<file path="src/rtl/motor_spi_pkg.sv">
// Shared types and default sizing for the SPI motor-board polling logic.
package motor_spi_pkg;

    localparam int DEF_NUM_MOTORS     = 10;
    localparam int DEF_IDX_W          = 4;
    localparam int DEF_TIMEOUT_CYCLES = 5000;
    localparam int DEF_GAP_CYCLES     = 16;

    typedef enum logic [2:0] {
        IDLE,
        SELECT,
        START,
        WAIT_DONE,
        GAP
    } sched_state_e;

endpackage

</file>
<file path="src/rtl/rr_next_index.sv">
// Round-robin finder: first set mask bit above cur_i, wrapping to the lowest set bit.
module rr_next_index #(
    parameter int N     = 10,
    parameter int IDX_W = 4
) (
    input  logic [N-1:0]     mask_i,
    input  logic [IDX_W-1:0] cur_i,
    output logic [IDX_W-1:0] next_o
);

    logic [IDX_W-1:0] lowest;
    logic [IDX_W-1:0] above;
    logic             found_low;
    logic             found_above;

    // NOTE: every variable gets a default before the loop so no latch is inferred.
    always_comb begin
        lowest      = '0;
        above       = '0;
        found_low   = 1'b0;
        found_above = 1'b0;
        for (int i = 0; i < N; i++) begin
            if (mask_i[i] && !found_low) begin
                lowest    = IDX_W'(i);
                found_low = 1'b1;
            end
            if (mask_i[i] && !found_above && (i > int'(cur_i))) begin
                above       = IDX_W'(i);
                found_above = 1'b1;
            end
        end
        next_o = found_above ? above : lowest;
    end

endmodule

</file>
<file path="src/rtl/spi_motor_scheduler.sv">
// Round-robin sequencer that shares one SPI master across several motor boards,
// routing slave select, bounding each transaction and spacing them with a gap.
module spi_motor_scheduler
    import motor_spi_pkg::*;
#(
    parameter int NUM_MOTORS     = DEF_NUM_MOTORS,
    parameter int IDX_W          = DEF_IDX_W,
    parameter int TIMEOUT_CYCLES = DEF_TIMEOUT_CYCLES,
    parameter int GAP_CYCLES     = DEF_GAP_CYCLES
) (
    input  logic                  clock,
    input  logic                  reset_n,
    input  logic                  enable,
    input  logic [NUM_MOTORS-1:0] motor_mask,
    input  logic                  spi_done,
    input  logic                  ss_n,
    input  logic                  clear_flags,
    output logic                  spi_start,
    output logic [NUM_MOTORS-1:0] ss_n_o,
    output logic [IDX_W-1:0]      motor_index,
    output logic                  busy,
    output logic                  cycle_done,
    output logic                  timeout_err,
    output logic [NUM_MOTORS-1:0] timeout_flags
);

    localparam int TMO_W = $clog2(TIMEOUT_CYCLES + 1);
    localparam int GAP_W = $clog2(GAP_CYCLES + 1);
    localparam logic [TMO_W-1:0] TMO_LAST = TMO_W'(TIMEOUT_CYCLES - 1);
    localparam logic [GAP_W-1:0] GAP_LAST = GAP_W'(GAP_CYCLES - 1);

    sched_state_e          state_q, state_d;
    logic [IDX_W-1:0]      motor_index_q, motor_index_d;
    logic [TMO_W-1:0]      tmo_cnt_q, tmo_cnt_d;
    logic [GAP_W-1:0]      gap_cnt_q, gap_cnt_d;
    logic [NUM_MOTORS-1:0] flags_q, flags_d;
    logic                  spi_done_prev_q;

    logic [IDX_W-1:0]      next_idx;
    logic [IDX_W-1:0]      top_idx;
    logic                  done_evt;
    logic                  run_ok;
    logic                  tmo_hit;
    logic                  sel_active;

    // Completion is the falling edge of the master's done flag.
    assign done_evt   = spi_done_prev_q & ~spi_done;
    assign run_ok     = enable & (|motor_mask);
    assign sel_active = (state_q == START) || (state_q == WAIT_DONE);

    rr_next_index #(
        .N     (NUM_MOTORS),
        .IDX_W (IDX_W)
    ) u_rr_next_index (
        .mask_i (motor_mask),
        .cur_i  (motor_index_q),
        .next_o (next_idx)
    );

    always_comb begin
        top_idx = '0;
        for (int i = 0; i < NUM_MOTORS; i++) begin
            if (motor_mask[i]) top_idx = IDX_W'(i);
        end
    end

    always_comb begin
        state_d       = state_q;
        motor_index_d = motor_index_q;
        tmo_cnt_d     = tmo_cnt_q;
        gap_cnt_d     = gap_cnt_q;
        spi_start     = 1'b0;
        busy          = 1'b0;
        cycle_done    = 1'b0;
        timeout_err   = 1'b0;
        tmo_hit       = 1'b0;
        unique case (state_q)
            IDLE: begin
                if (run_ok) state_d = SELECT;
            end
            SELECT: begin
                motor_index_d = next_idx;
                state_d       = START;
            end
            START: begin
                spi_start = 1'b1;
                busy      = 1'b1;
                tmo_cnt_d = '0;
                state_d   = WAIT_DONE;
            end
            WAIT_DONE: begin
                busy      = 1'b1;
                tmo_cnt_d = tmo_cnt_q + 1'b1;
                // A completion landing on the timeout cycle still counts as success.
                if (done_evt) begin
                    gap_cnt_d = '0;
                    state_d   = GAP;
                end else if (tmo_cnt_q == TMO_LAST) begin
                    timeout_err = 1'b1;
                    tmo_hit     = 1'b1;
                    gap_cnt_d   = '0;
                    state_d     = GAP;
                end
            end
            GAP: begin
                gap_cnt_d = gap_cnt_q + 1'b1;
                if (gap_cnt_q == GAP_LAST) begin
                    cycle_done = (|motor_mask) && (motor_index_q == top_idx);
                    state_d    = run_ok ? SELECT : IDLE;
                end
            end
            default: state_d = IDLE;
        endcase
    end

    always_comb begin
        flags_d = flags_q;
        if (clear_flags) flags_d = '0;
        if (tmo_hit)     flags_d[motor_index_q] = 1'b1;
    end

    // Selects are decoded from registered state only, so a non-selected board never sees ss_n.
    always_comb begin
        ss_n_o = '1;
        for (int i = 0; i < NUM_MOTORS; i++) begin
            if (sel_active && (motor_index_q == IDX_W'(i))) ss_n_o[i] = ss_n;
        end
    end

    // NOTE: state registers use non-blocking assignments so all of them update together at the edge.
    always_ff @(posedge clock or negedge reset_n) begin
        if (!reset_n) begin
            state_q         <= IDLE;
            motor_index_q   <= IDX_W'(NUM_MOTORS - 1);
            tmo_cnt_q       <= '0;
            gap_cnt_q       <= '0;
            flags_q         <= '0;
            spi_done_prev_q <= 1'b0;
        end else begin
            state_q         <= state_d;
            motor_index_q   <= motor_index_d;
            tmo_cnt_q       <= tmo_cnt_d;
            gap_cnt_q       <= gap_cnt_d;
            flags_q         <= flags_d;
            spi_done_prev_q <= spi_done;
        end
    end

    assign motor_index   = motor_index_q;
    assign timeout_flags = flags_q;

endmodule
</file>
<file path="config.mk">
export PLATFORM = sky130hd
export DESIGN_NAME = spi_motor_scheduler
export DESIGN_NICKNAME = d
export VERILOG_FILES = /design/src/rtl/motor_spi_pkg.sv /design/src/rtl/rr_next_index.sv /design/src/rtl/spi_motor_scheduler.sv
export SDC_FILE = /design/constraint.sdc
export NUM_CORES = 1
export LEC_CHECK = 0
export ABC_AREA = 1
export CAP_MARGIN = 20
export CORE_MARGIN = 8
export CORE_UTILIZATION = 40
export DETAILED_ROUTE_END_ITERATION = 16
export PLACE_DENSITY = 0.77
export SYNTH_ARGS = -nofsm -noshare
export SYNTH_HDL_FRONTEND = slang
export SYNTH_HIERARCHICAL = 1
export SYNTH_SLANG_ARGS = --single-unit
</file>
<file path="constraint.sdc">
create_clock -name clock -period 1.9 [get_ports clock]
set_clock_uncertainty 0.2 [all_clocks]
set_input_delay 0.285 -clock clock [delete_from_list [all_inputs] [get_ports clock]]
set_output_delay 0.285 -clock clock [all_outputs]
set_load 0.01 [all_outputs]
</file>
Yosys cells after proc, flatten, opt, wreduce, memory -nomap -nowiden
Cells that the tools add are included.
Widths: inputs -> output; s select.
{"block": "totals", "word_cells": 183, "in_bits": 16, "reg_bits": 36}
{"block": "classes", "n_addsub": 2, "order_cmp": 11, "bitwise_logic": 4, "muxes": 77, "eq_ne": 19, "n_reduce_logical": 64}
{"cell": "$mux 4", "count": 18}
{"cell": "$mux 1", "count": 40}
{"cell": "$logic_and 1x1->1", "count": 38}
{"cell": "$pmux 13 s2", "count": 1}
{"cell": "$mux 3", "count": 8}
{"cell": "$mux 10", "count": 2}
{"cell": "$logic_not 1->1", "count": 17}
{"cell": "$eq 4x3->1 const B", "count": 4}
{"cell": "$gt 3x4->1 const A", "count": 4}
{"cell": "$pmux 3 s5", "count": 1}
{"cell": "$add 13x1->13 const B", "count": 1}
{"cell": "$eq 13x13->1 const B", "count": 1}
{"cell": "$mux 5", "count": 2}
{"cell": "$or 10x10->10", "count": 1}
{"cell": "$pmux 5 s2", "count": 1}
{"cell": "$reduce_or 10->1", "count": 1}
{"cell": "$eq 4x2->1 const B", "count": 2}
{"cell": "$eq 4x4->1 const B", "count": 2}
{"cell": "$gt 2x4->1 const A", "count": 2}
{"cell": "$gt 4x4->1 const A", "count": 2}
{"cell": "$eq 3x2->1 const B", "count": 2}
{"cell": "$mux 2", "count": 3}
{"cell": "$add 5x1->5 const B", "count": 1}
{"cell": "$eq 5x4->1 const B", "count": 1}
{"cell": "19 further kinds", "count": 22}

Longest topological paths before layout
{"block": "logic_depth", "word_depth": 36, "depth_mapped": 12}

Modules after synthesis
Netlist, hierarchy kept.
{"mod": "spi_motor_scheduler", "n_inst": 1, "cells_per_inst": 280, "area_each_um2": 2004.4}
{"mod": "rr_next_index", "n_inst": 1, "cells_per_inst": 78, "area_each_um2": 432.9}

Worst setup path after synthesis
OpenSTA, ideal clock, no wires.
{"block": "synth_path", "path_kind": "reg-to-reg", "from": "register motor_index_q[0], in the netlist motor_index[0]", "to": "register motor_index_q[0], in the netlist motor_index[0]", "stages_incl_launch_ff": 11, "arrival_time_ns": 1.541, "synth_period_minus_slack_ns": 1.816, "setup_time_ns": 0.075, "setup_slack_ns": 0.084, "path_cell_list": "dfstp_2 nand2_1 nand3_2 nand3_4 nor2_8 nand3_4 nor3_4 nand2_1 nand2_1 nor2_1 a21oi_1"}
{"block": "synth_between", "elab_chain_cells": 36, "word_cells_on_any_way": 53, "cone_classes": "order compare (9); mux (19); reduce/logical (25)"}
{"element": "start, declared", "line_no": "spi_motor_scheduler.sv:33", "source": "logic [IDX_W-1:0] motor_index_q, motor_index_d;"}
{"element": "start signal, assigned", "line_no": "spi_motor_scheduler.sv:134", "source": "motor_index_q <= IDX_W'(NUM_MOTORS - 1);"}
{"element": "start signal, assigned", "line_no": "spi_motor_scheduler.sv:141", "source": "motor_index_q <= motor_index_d;"}
{"element": "$gt 1x4->1", "line_no": "rr_next_index.sv:27", "source": "if (mask_i[i] && !found_above && (i > int'(cur_i))) begin"}
{"element": "$logic_and 1x1->1", "line_no": "rr_next_index.sv:27"}
{"element": "$mux 1", "line_no": "rr_next_index.sv:27"}
{"element": "$logic_not 1->1", "line_no": "rr_next_index.sv:27"}
{"element": "$logic_and 1x1->1 (2 in a row)", "line_no": "rr_next_index.sv:27"}
{"element": "$mux 1", "line_no": "rr_next_index.sv:27"}
{"element": "$logic_not 1->1", "line_no": "rr_next_index.sv:27"}
{"element": "$logic_and 1x1->1 (2 in a row)", "line_no": "rr_next_index.sv:27"}
{"element": "[... 17 more ...]"}
{"element": "$logic_not 1->1", "line_no": "rr_next_index.sv:27"}
{"element": "$logic_and 1x1->1 (2 in a row)", "line_no": "rr_next_index.sv:27"}
{"element": "$mux 1", "line_no": "rr_next_index.sv:27"}
{"element": "$logic_not 1->1", "line_no": "rr_next_index.sv:27"}
{"element": "$logic_and 1x1->1 (2 in a row)", "line_no": "rr_next_index.sv:27"}
{"element": "$mux 4 / $mux 1 (equally long branches)", "line_no": "rr_next_index.sv:27"}
{"element": "$mux 4 (*)", "line_no": "rr_next_index.sv:32", "source": "next_o = found_above ? above : lowest;"}
{"element": "net next_idx[0]", "line_no": "spi_motor_scheduler.sv:39", "source": "logic [IDX_W-1:0] next_idx;"}
Mark *: on every way through the listed nets, which the timed path passes. The rest lies on a longest branch.
A chain may end at the register's enable or synchronous reset.

Worst setup path in the final report
{"block": "layout_path", "from": "register gap_cnt_q[0]", "to": "output cycle_done"}
{"block": "layout_between", "elab_chain_cells": 3}
{"element": "start, declared", "line_no": "spi_motor_scheduler.sv:35", "source": "logic [GAP_W-1:0] gap_cnt_q, gap_cnt_d;"}
{"element": "start signal, assigned", "line_no": "spi_motor_scheduler.sv:143", "source": "gap_cnt_q <= gap_cnt_d;"}
{"element": "$eq 5x4->1", "line_no": "spi_motor_scheduler.sv:107", "source": "if (gap_cnt_q == GAP_LAST) begin"}
{"element": "$mux 1", "line_no": "spi_motor_scheduler.sv:107"}
{"element": "$mux 1", "line_no": "spi_motor_scheduler.sv:77", "source": "unique case (state_q)"}
{"element": "end, declared", "line_no": "spi_motor_scheduler.sv:22", "source": "output logic cycle_done,"}
No other way between the ends.

==> metrics.log <==
[metrics] crit end category: output port
[metrics] count of hold-fix buffers inserted at cts: 0
[metrics] time the worst path needs with I/O delays and setup: 2266 ps
[metrics] final setup vio count: 17
[metrics] Internal Power: roughly 2.6 mW
[metrics] warnings from Yosys: 6
[metrics] ratio of cells with drive above 1 in the final layout: between 30% and 40%
[metrics] Syn Nets: 377
[metrics] Post-Syn Area per Cell: approximately 6.8 µm²
[metrics] endpoint of the worst register-to-register path: motor_index[0]
[metrics] WL final: approximately 8400 µm
[metrics] relative contribution of the clock network to total power: a little over an eighth
[metrics] root buffer cell: sky130_fd_sc_hd__clkbuf_8
[metrics] number of slew-limit violations in the final report: 0
[metrics] Yosys cell types: 35
[metrics] Finished Core Util: between 60% and 70%
[metrics] maximum fanout along the worst path: 2
[metrics] data required time of the critical path: between 1000 and 1500 ps
[metrics] share of the yosys chip area belonging to registers: a little under two fifths
[metrics] Final Non-Filler Cells: ~570
[metrics] DR DRC count: 0
[metrics] Critical Path Source Type: flip-flop
[metrics] power density relative to cell area: between 1000 and 1500 nW/µm²
[metrics] net switching component of the power: about 2 mW
[metrics] detailed-router iteration count before antenna repair: 5
[metrics] clock-pin slew on the worst setup and hold paths: about 70 ps
[metrics] cell count after synthesis: 358
[metrics] Initial DRC Count: 219
[metrics] GRT Max-Usage Layer: met2
[metrics] timing startpoint of the critical path: gap_cnt_q[0]
[metrics] count of vias placed by the detailed router: approximately 3000
[metrics] worst supply voltage drop on vdd: approximately 770 µV
[metrics] final worst slack: -366.0 ps
[metrics] TritonCTS clock tree: built
[metrics] height of the chip: 94.06 µm
[metrics] floorplan core area: ~5900 µm²
[metrics] failing checks: setup timing
[metrics] Leak: approximately 2.1 nW
[metrics] post-route antenna net violation count: 0
[metrics] met3 routing resource usage after global routing: between 3 and 4%
[metrics] via count normalized by instance count: between 5 and 6
[metrics] Clk Latency, worst-skew pair: approximately 290 ps
[metrics] num ports: 44
[metrics] diode count: 0
[metrics] Longest Clk Path Bufs: 2
[metrics] die outline area: between 8000 and 9000 µm²
[metrics] Top FF cell, synth: sky130_fd_sc_hd__dfrtp_1
[metrics] number of cells after detailed placement: 545
[metrics] arrival time at the worst endpoint: roughly 1800 ps
[metrics] detailed placement HPWL: roughly 5400 µm
[metrics] status: finished with violations
[metrics] Yosys reg bits: 36
[metrics] first-pass GRT wire length: ~13000 µm
[metrics] Global Route met2 Usage: 33.20%
[metrics] Mapped Area: around 2400 µm²
[metrics] Worst-Margin Slew: between 300 and 400 ps
[metrics] Avg WL per Cell: 14.70 µm
[metrics] TritonCTS buffer count: 5
[metrics] hold violation count in the final report: 0
[metrics] classification of the worst-slack hold path: input port to async pin
[metrics] share of async-settable or async-resettable flops after synthesis: 100.0%
[metrics] total overflow reported by the global router: 0
[metrics] pin count of the biggest net entering global routing: 37
[metrics] Final nets: around 520
[metrics] internal reg-to-reg setup slack: -250 ps
[metrics] antenna violations before repair: 0
[metrics] R2R cell count: 10
[metrics] Place WS: -638.6 ps
[metrics] Site Rows: 28
[metrics] fill cell instance count of the final layout: between 400 and 500
[metrics] synthesis-to-layout area growth: 64.27%
[metrics] Worst R2R Start: motor_index[0]
[metrics] part of the cycle the worst path needs: 119.3%
[metrics] switching share of power: between 40% and 50%
[metrics] global routing usage on met1: roughly 21%
[metrics] number of enable-type register cells in the synthesized netlist: 0
[metrics] count of H-tree levels built during CTS: 2
[metrics] initial core utilization: 41.17%
[metrics] start-to-end type of the worst setup path: flip-flop to output port
[metrics] gr usage total: 18.43%
[metrics] Relative slew margins: between 70% and 80%
[metrics] cell area after placement: between 3000 and 4000 µm²
[metrics] PortBufs: 43
[metrics] combinational share of power: around 64%
[metrics] number of sinks driven by the clock tree: 36
[metrics] maxcap violations: 0
[metrics] fraction of power consumed by sequential logic: between 20% and 30%
[metrics] timing-limited maximum frequency: 441.3 MHz
[metrics] Die Width: about 94 µm
[metrics] unrepaired setup endpoints after global routing: yes
[metrics] number of global-route vias before repair: roughly 3000
[metrics] Routability Congestion: between 0.8 and 0.9
[metrics] Design Area, Final: between 4000 and 5000 µm²
metrics by stage:
step / total power, mW / setup TNS, ps / hold WS [ps]
global route: 4.905 / -4509 / 181.9
detailed placement: 3.272 / -5238 / 256.6
global placement: 3.194 / -4600 / 247.8
finish: 4.615 / -2526 / 155.9
CTS: 4.245 / -1547 / 158.0
floorplan: 2.229 / 0 / -210.6
area by class of cell:
type | count | area (µm²) | share of cell area [%]
multi-input combinational | 265 | 1513 | 37.78
timing repair buffer | 132 | 1179 | 29.44
sequential | 36 | 903.4 | 22.56
inverter | 56 | 215.2 | 5.375
clock buffer | 8 | 100.1 | 2.500
tap | 75 | 93.84 | 2.344
power by group through the flow:
stage	clock (mW)	combinational (mW)	sequential [mW]
5_1_grt	0.654	3.20	1.05
2_1_floorplan	0	1.11	1.12
3_5_place_dp	0	2.26	1.01
6_report	0.613	2.97	1.03
4_1_cts	0.626	2.60	1.02
3_3_place_gp	0	2.19	1.01
logic make-up after synthesis:
family / share of synthesized area [%]
AOI/OAI and AO/OA: 9.343
buffers and inverters: 9.086
xor gates and xnor gates: 1.078
DFF: 37.06
adders and majority gates: 1.540
and+or+nand+nor: 41.89
sequential cells by signal, indices dropped and copies added (netlist names):
| signal | cells |
|---|---|
| tmo_cnt_q | 13 |
| timeout_flags | 10 |
| motor_index | 4 |
| gap_cnt_q | 5 |
| state_q | 3 |
| spi_done_prev_q | 1 |
worst max-delay path, stage by stage (launching register included):
cell,delay [ps]
sky130_fd_sc_hd__dfrtp_1,400
sky130_fd_sc_hd__ha_4,160
sky130_fd_sc_hd__nand2_2,60
sky130_fd_sc_hd__nor2_2,80
sky130_fd_sc_hd__ha_2,180
sky130_fd_sc_hd__nand3_1,70
sky130_fd_sc_hd__nor2_1,100
sky130_fd_sc_hd__nand2_1,60
sky130_fd_sc_hd__nor2_1,80
sky130_fd_sc_hd__nand2_1,60
sky130_fd_sc_hd__nor2_1,80
sky130_fd_sc_hd__buf_2,140
layer usage:
metal	vias to the layer above	wire length, µm
li1	1409	-
met1	1393	3322
met2	133	4325
met3	26	539
met4	0	220
met5	-	0
cells in the final DEF (no fill, tap or decap), types with 4 or more instances in the layout:
| master | Yosys | routed |
|---|---|---|
| sky130_fd_sc_hd__a21oi_1 | 14 | 14 |
| sky130_fd_sc_hd__buf_4 | 0 | 71 |
| sky130_fd_sc_hd__buf_6 | 1 | 28 |
| sky130_fd_sc_hd__clkbuf_8 | 0 | 7 |
| sky130_fd_sc_hd__clkdlybuf4s50_1 | 0 | 25 |
| sky130_fd_sc_hd__dfrtp_1 | 34 | 34 |
| sky130_fd_sc_hd__dlygate4sd2_1 | 0 | 4 |
| sky130_fd_sc_hd__inv_1 | 52 | 45 |
| sky130_fd_sc_hd__inv_2 | 3 | 8 |
| sky130_fd_sc_hd__nand2_1 | 113 | 100 |
| sky130_fd_sc_hd__nand2_2 | 2 | 8 |
| sky130_fd_sc_hd__nand2_4 | 2 | 9 |
| sky130_fd_sc_hd__nand3_1 | 22 | 21 |
| sky130_fd_sc_hd__nand4_1 | 7 | 7 |
| sky130_fd_sc_hd__nor2_1 | 43 | 34 |
| sky130_fd_sc_hd__nor2_2 | 4 | 11 |
| sky130_fd_sc_hd__nor2_4 | 3 | 5 |
| sky130_fd_sc_hd__nor3_2 | 0 | 4 |
| sky130_fd_sc_hd__nor3_4 | 1 | 5 |
| sky130_fd_sc_hd__o21ai_0 | 14 | 14 |
| sky130_fd_sc_hd__or2_2 | 4 | 4 |
cells in the mapped netlist, drive strengths merged, types with 2 or more instances:
| cell | number | share of area [%] |
|---|---|---|
| nor2 | 51 | 9.9 |
| nand3b | 2 | 0.62 |
| a21oi | 15 | 3.2 |
| o21ai | 17 | 3.5 |
| ha | 3 | 1.5 |
| inv | 55 | 8.5 |
| or2 | 5 | 1.3 |
| dfrtp | 34 | 35 |
| xor2 | 3 | 1.1 |
| nor3 | 11 | 2.7 |
| nand4 | 7 | 1.8 |
| nand2 | 117 | 19 |
| nand3 | 26 | 6.8 |
| dfstp | 2 | 2.2 |
| o31ai | 2 | 0.62 |
repair_timing:
item / in CTS / in global routing
gates resized for setup: 119 / 30
cloned: 0 / 0
buffers inserted: 14 / 8
setup endpoints to repair: 20 / 18
pin swaps: 8 / 8
worst max-delay path by stage:
stage | to | slack [ps] | cells after the start
after floorplan | motor_index[0] | 80 | 10
after global placement | cycle_done | -580 | 11
after detailed placement | cycle_done | -640 | 11
after CTS | cycle_done | -360 | 11
after global routing | cycle_done | -550 | 11
final | cycle_done | -370 | 11
Note: power is estimated with default switching activity, not from simulation.
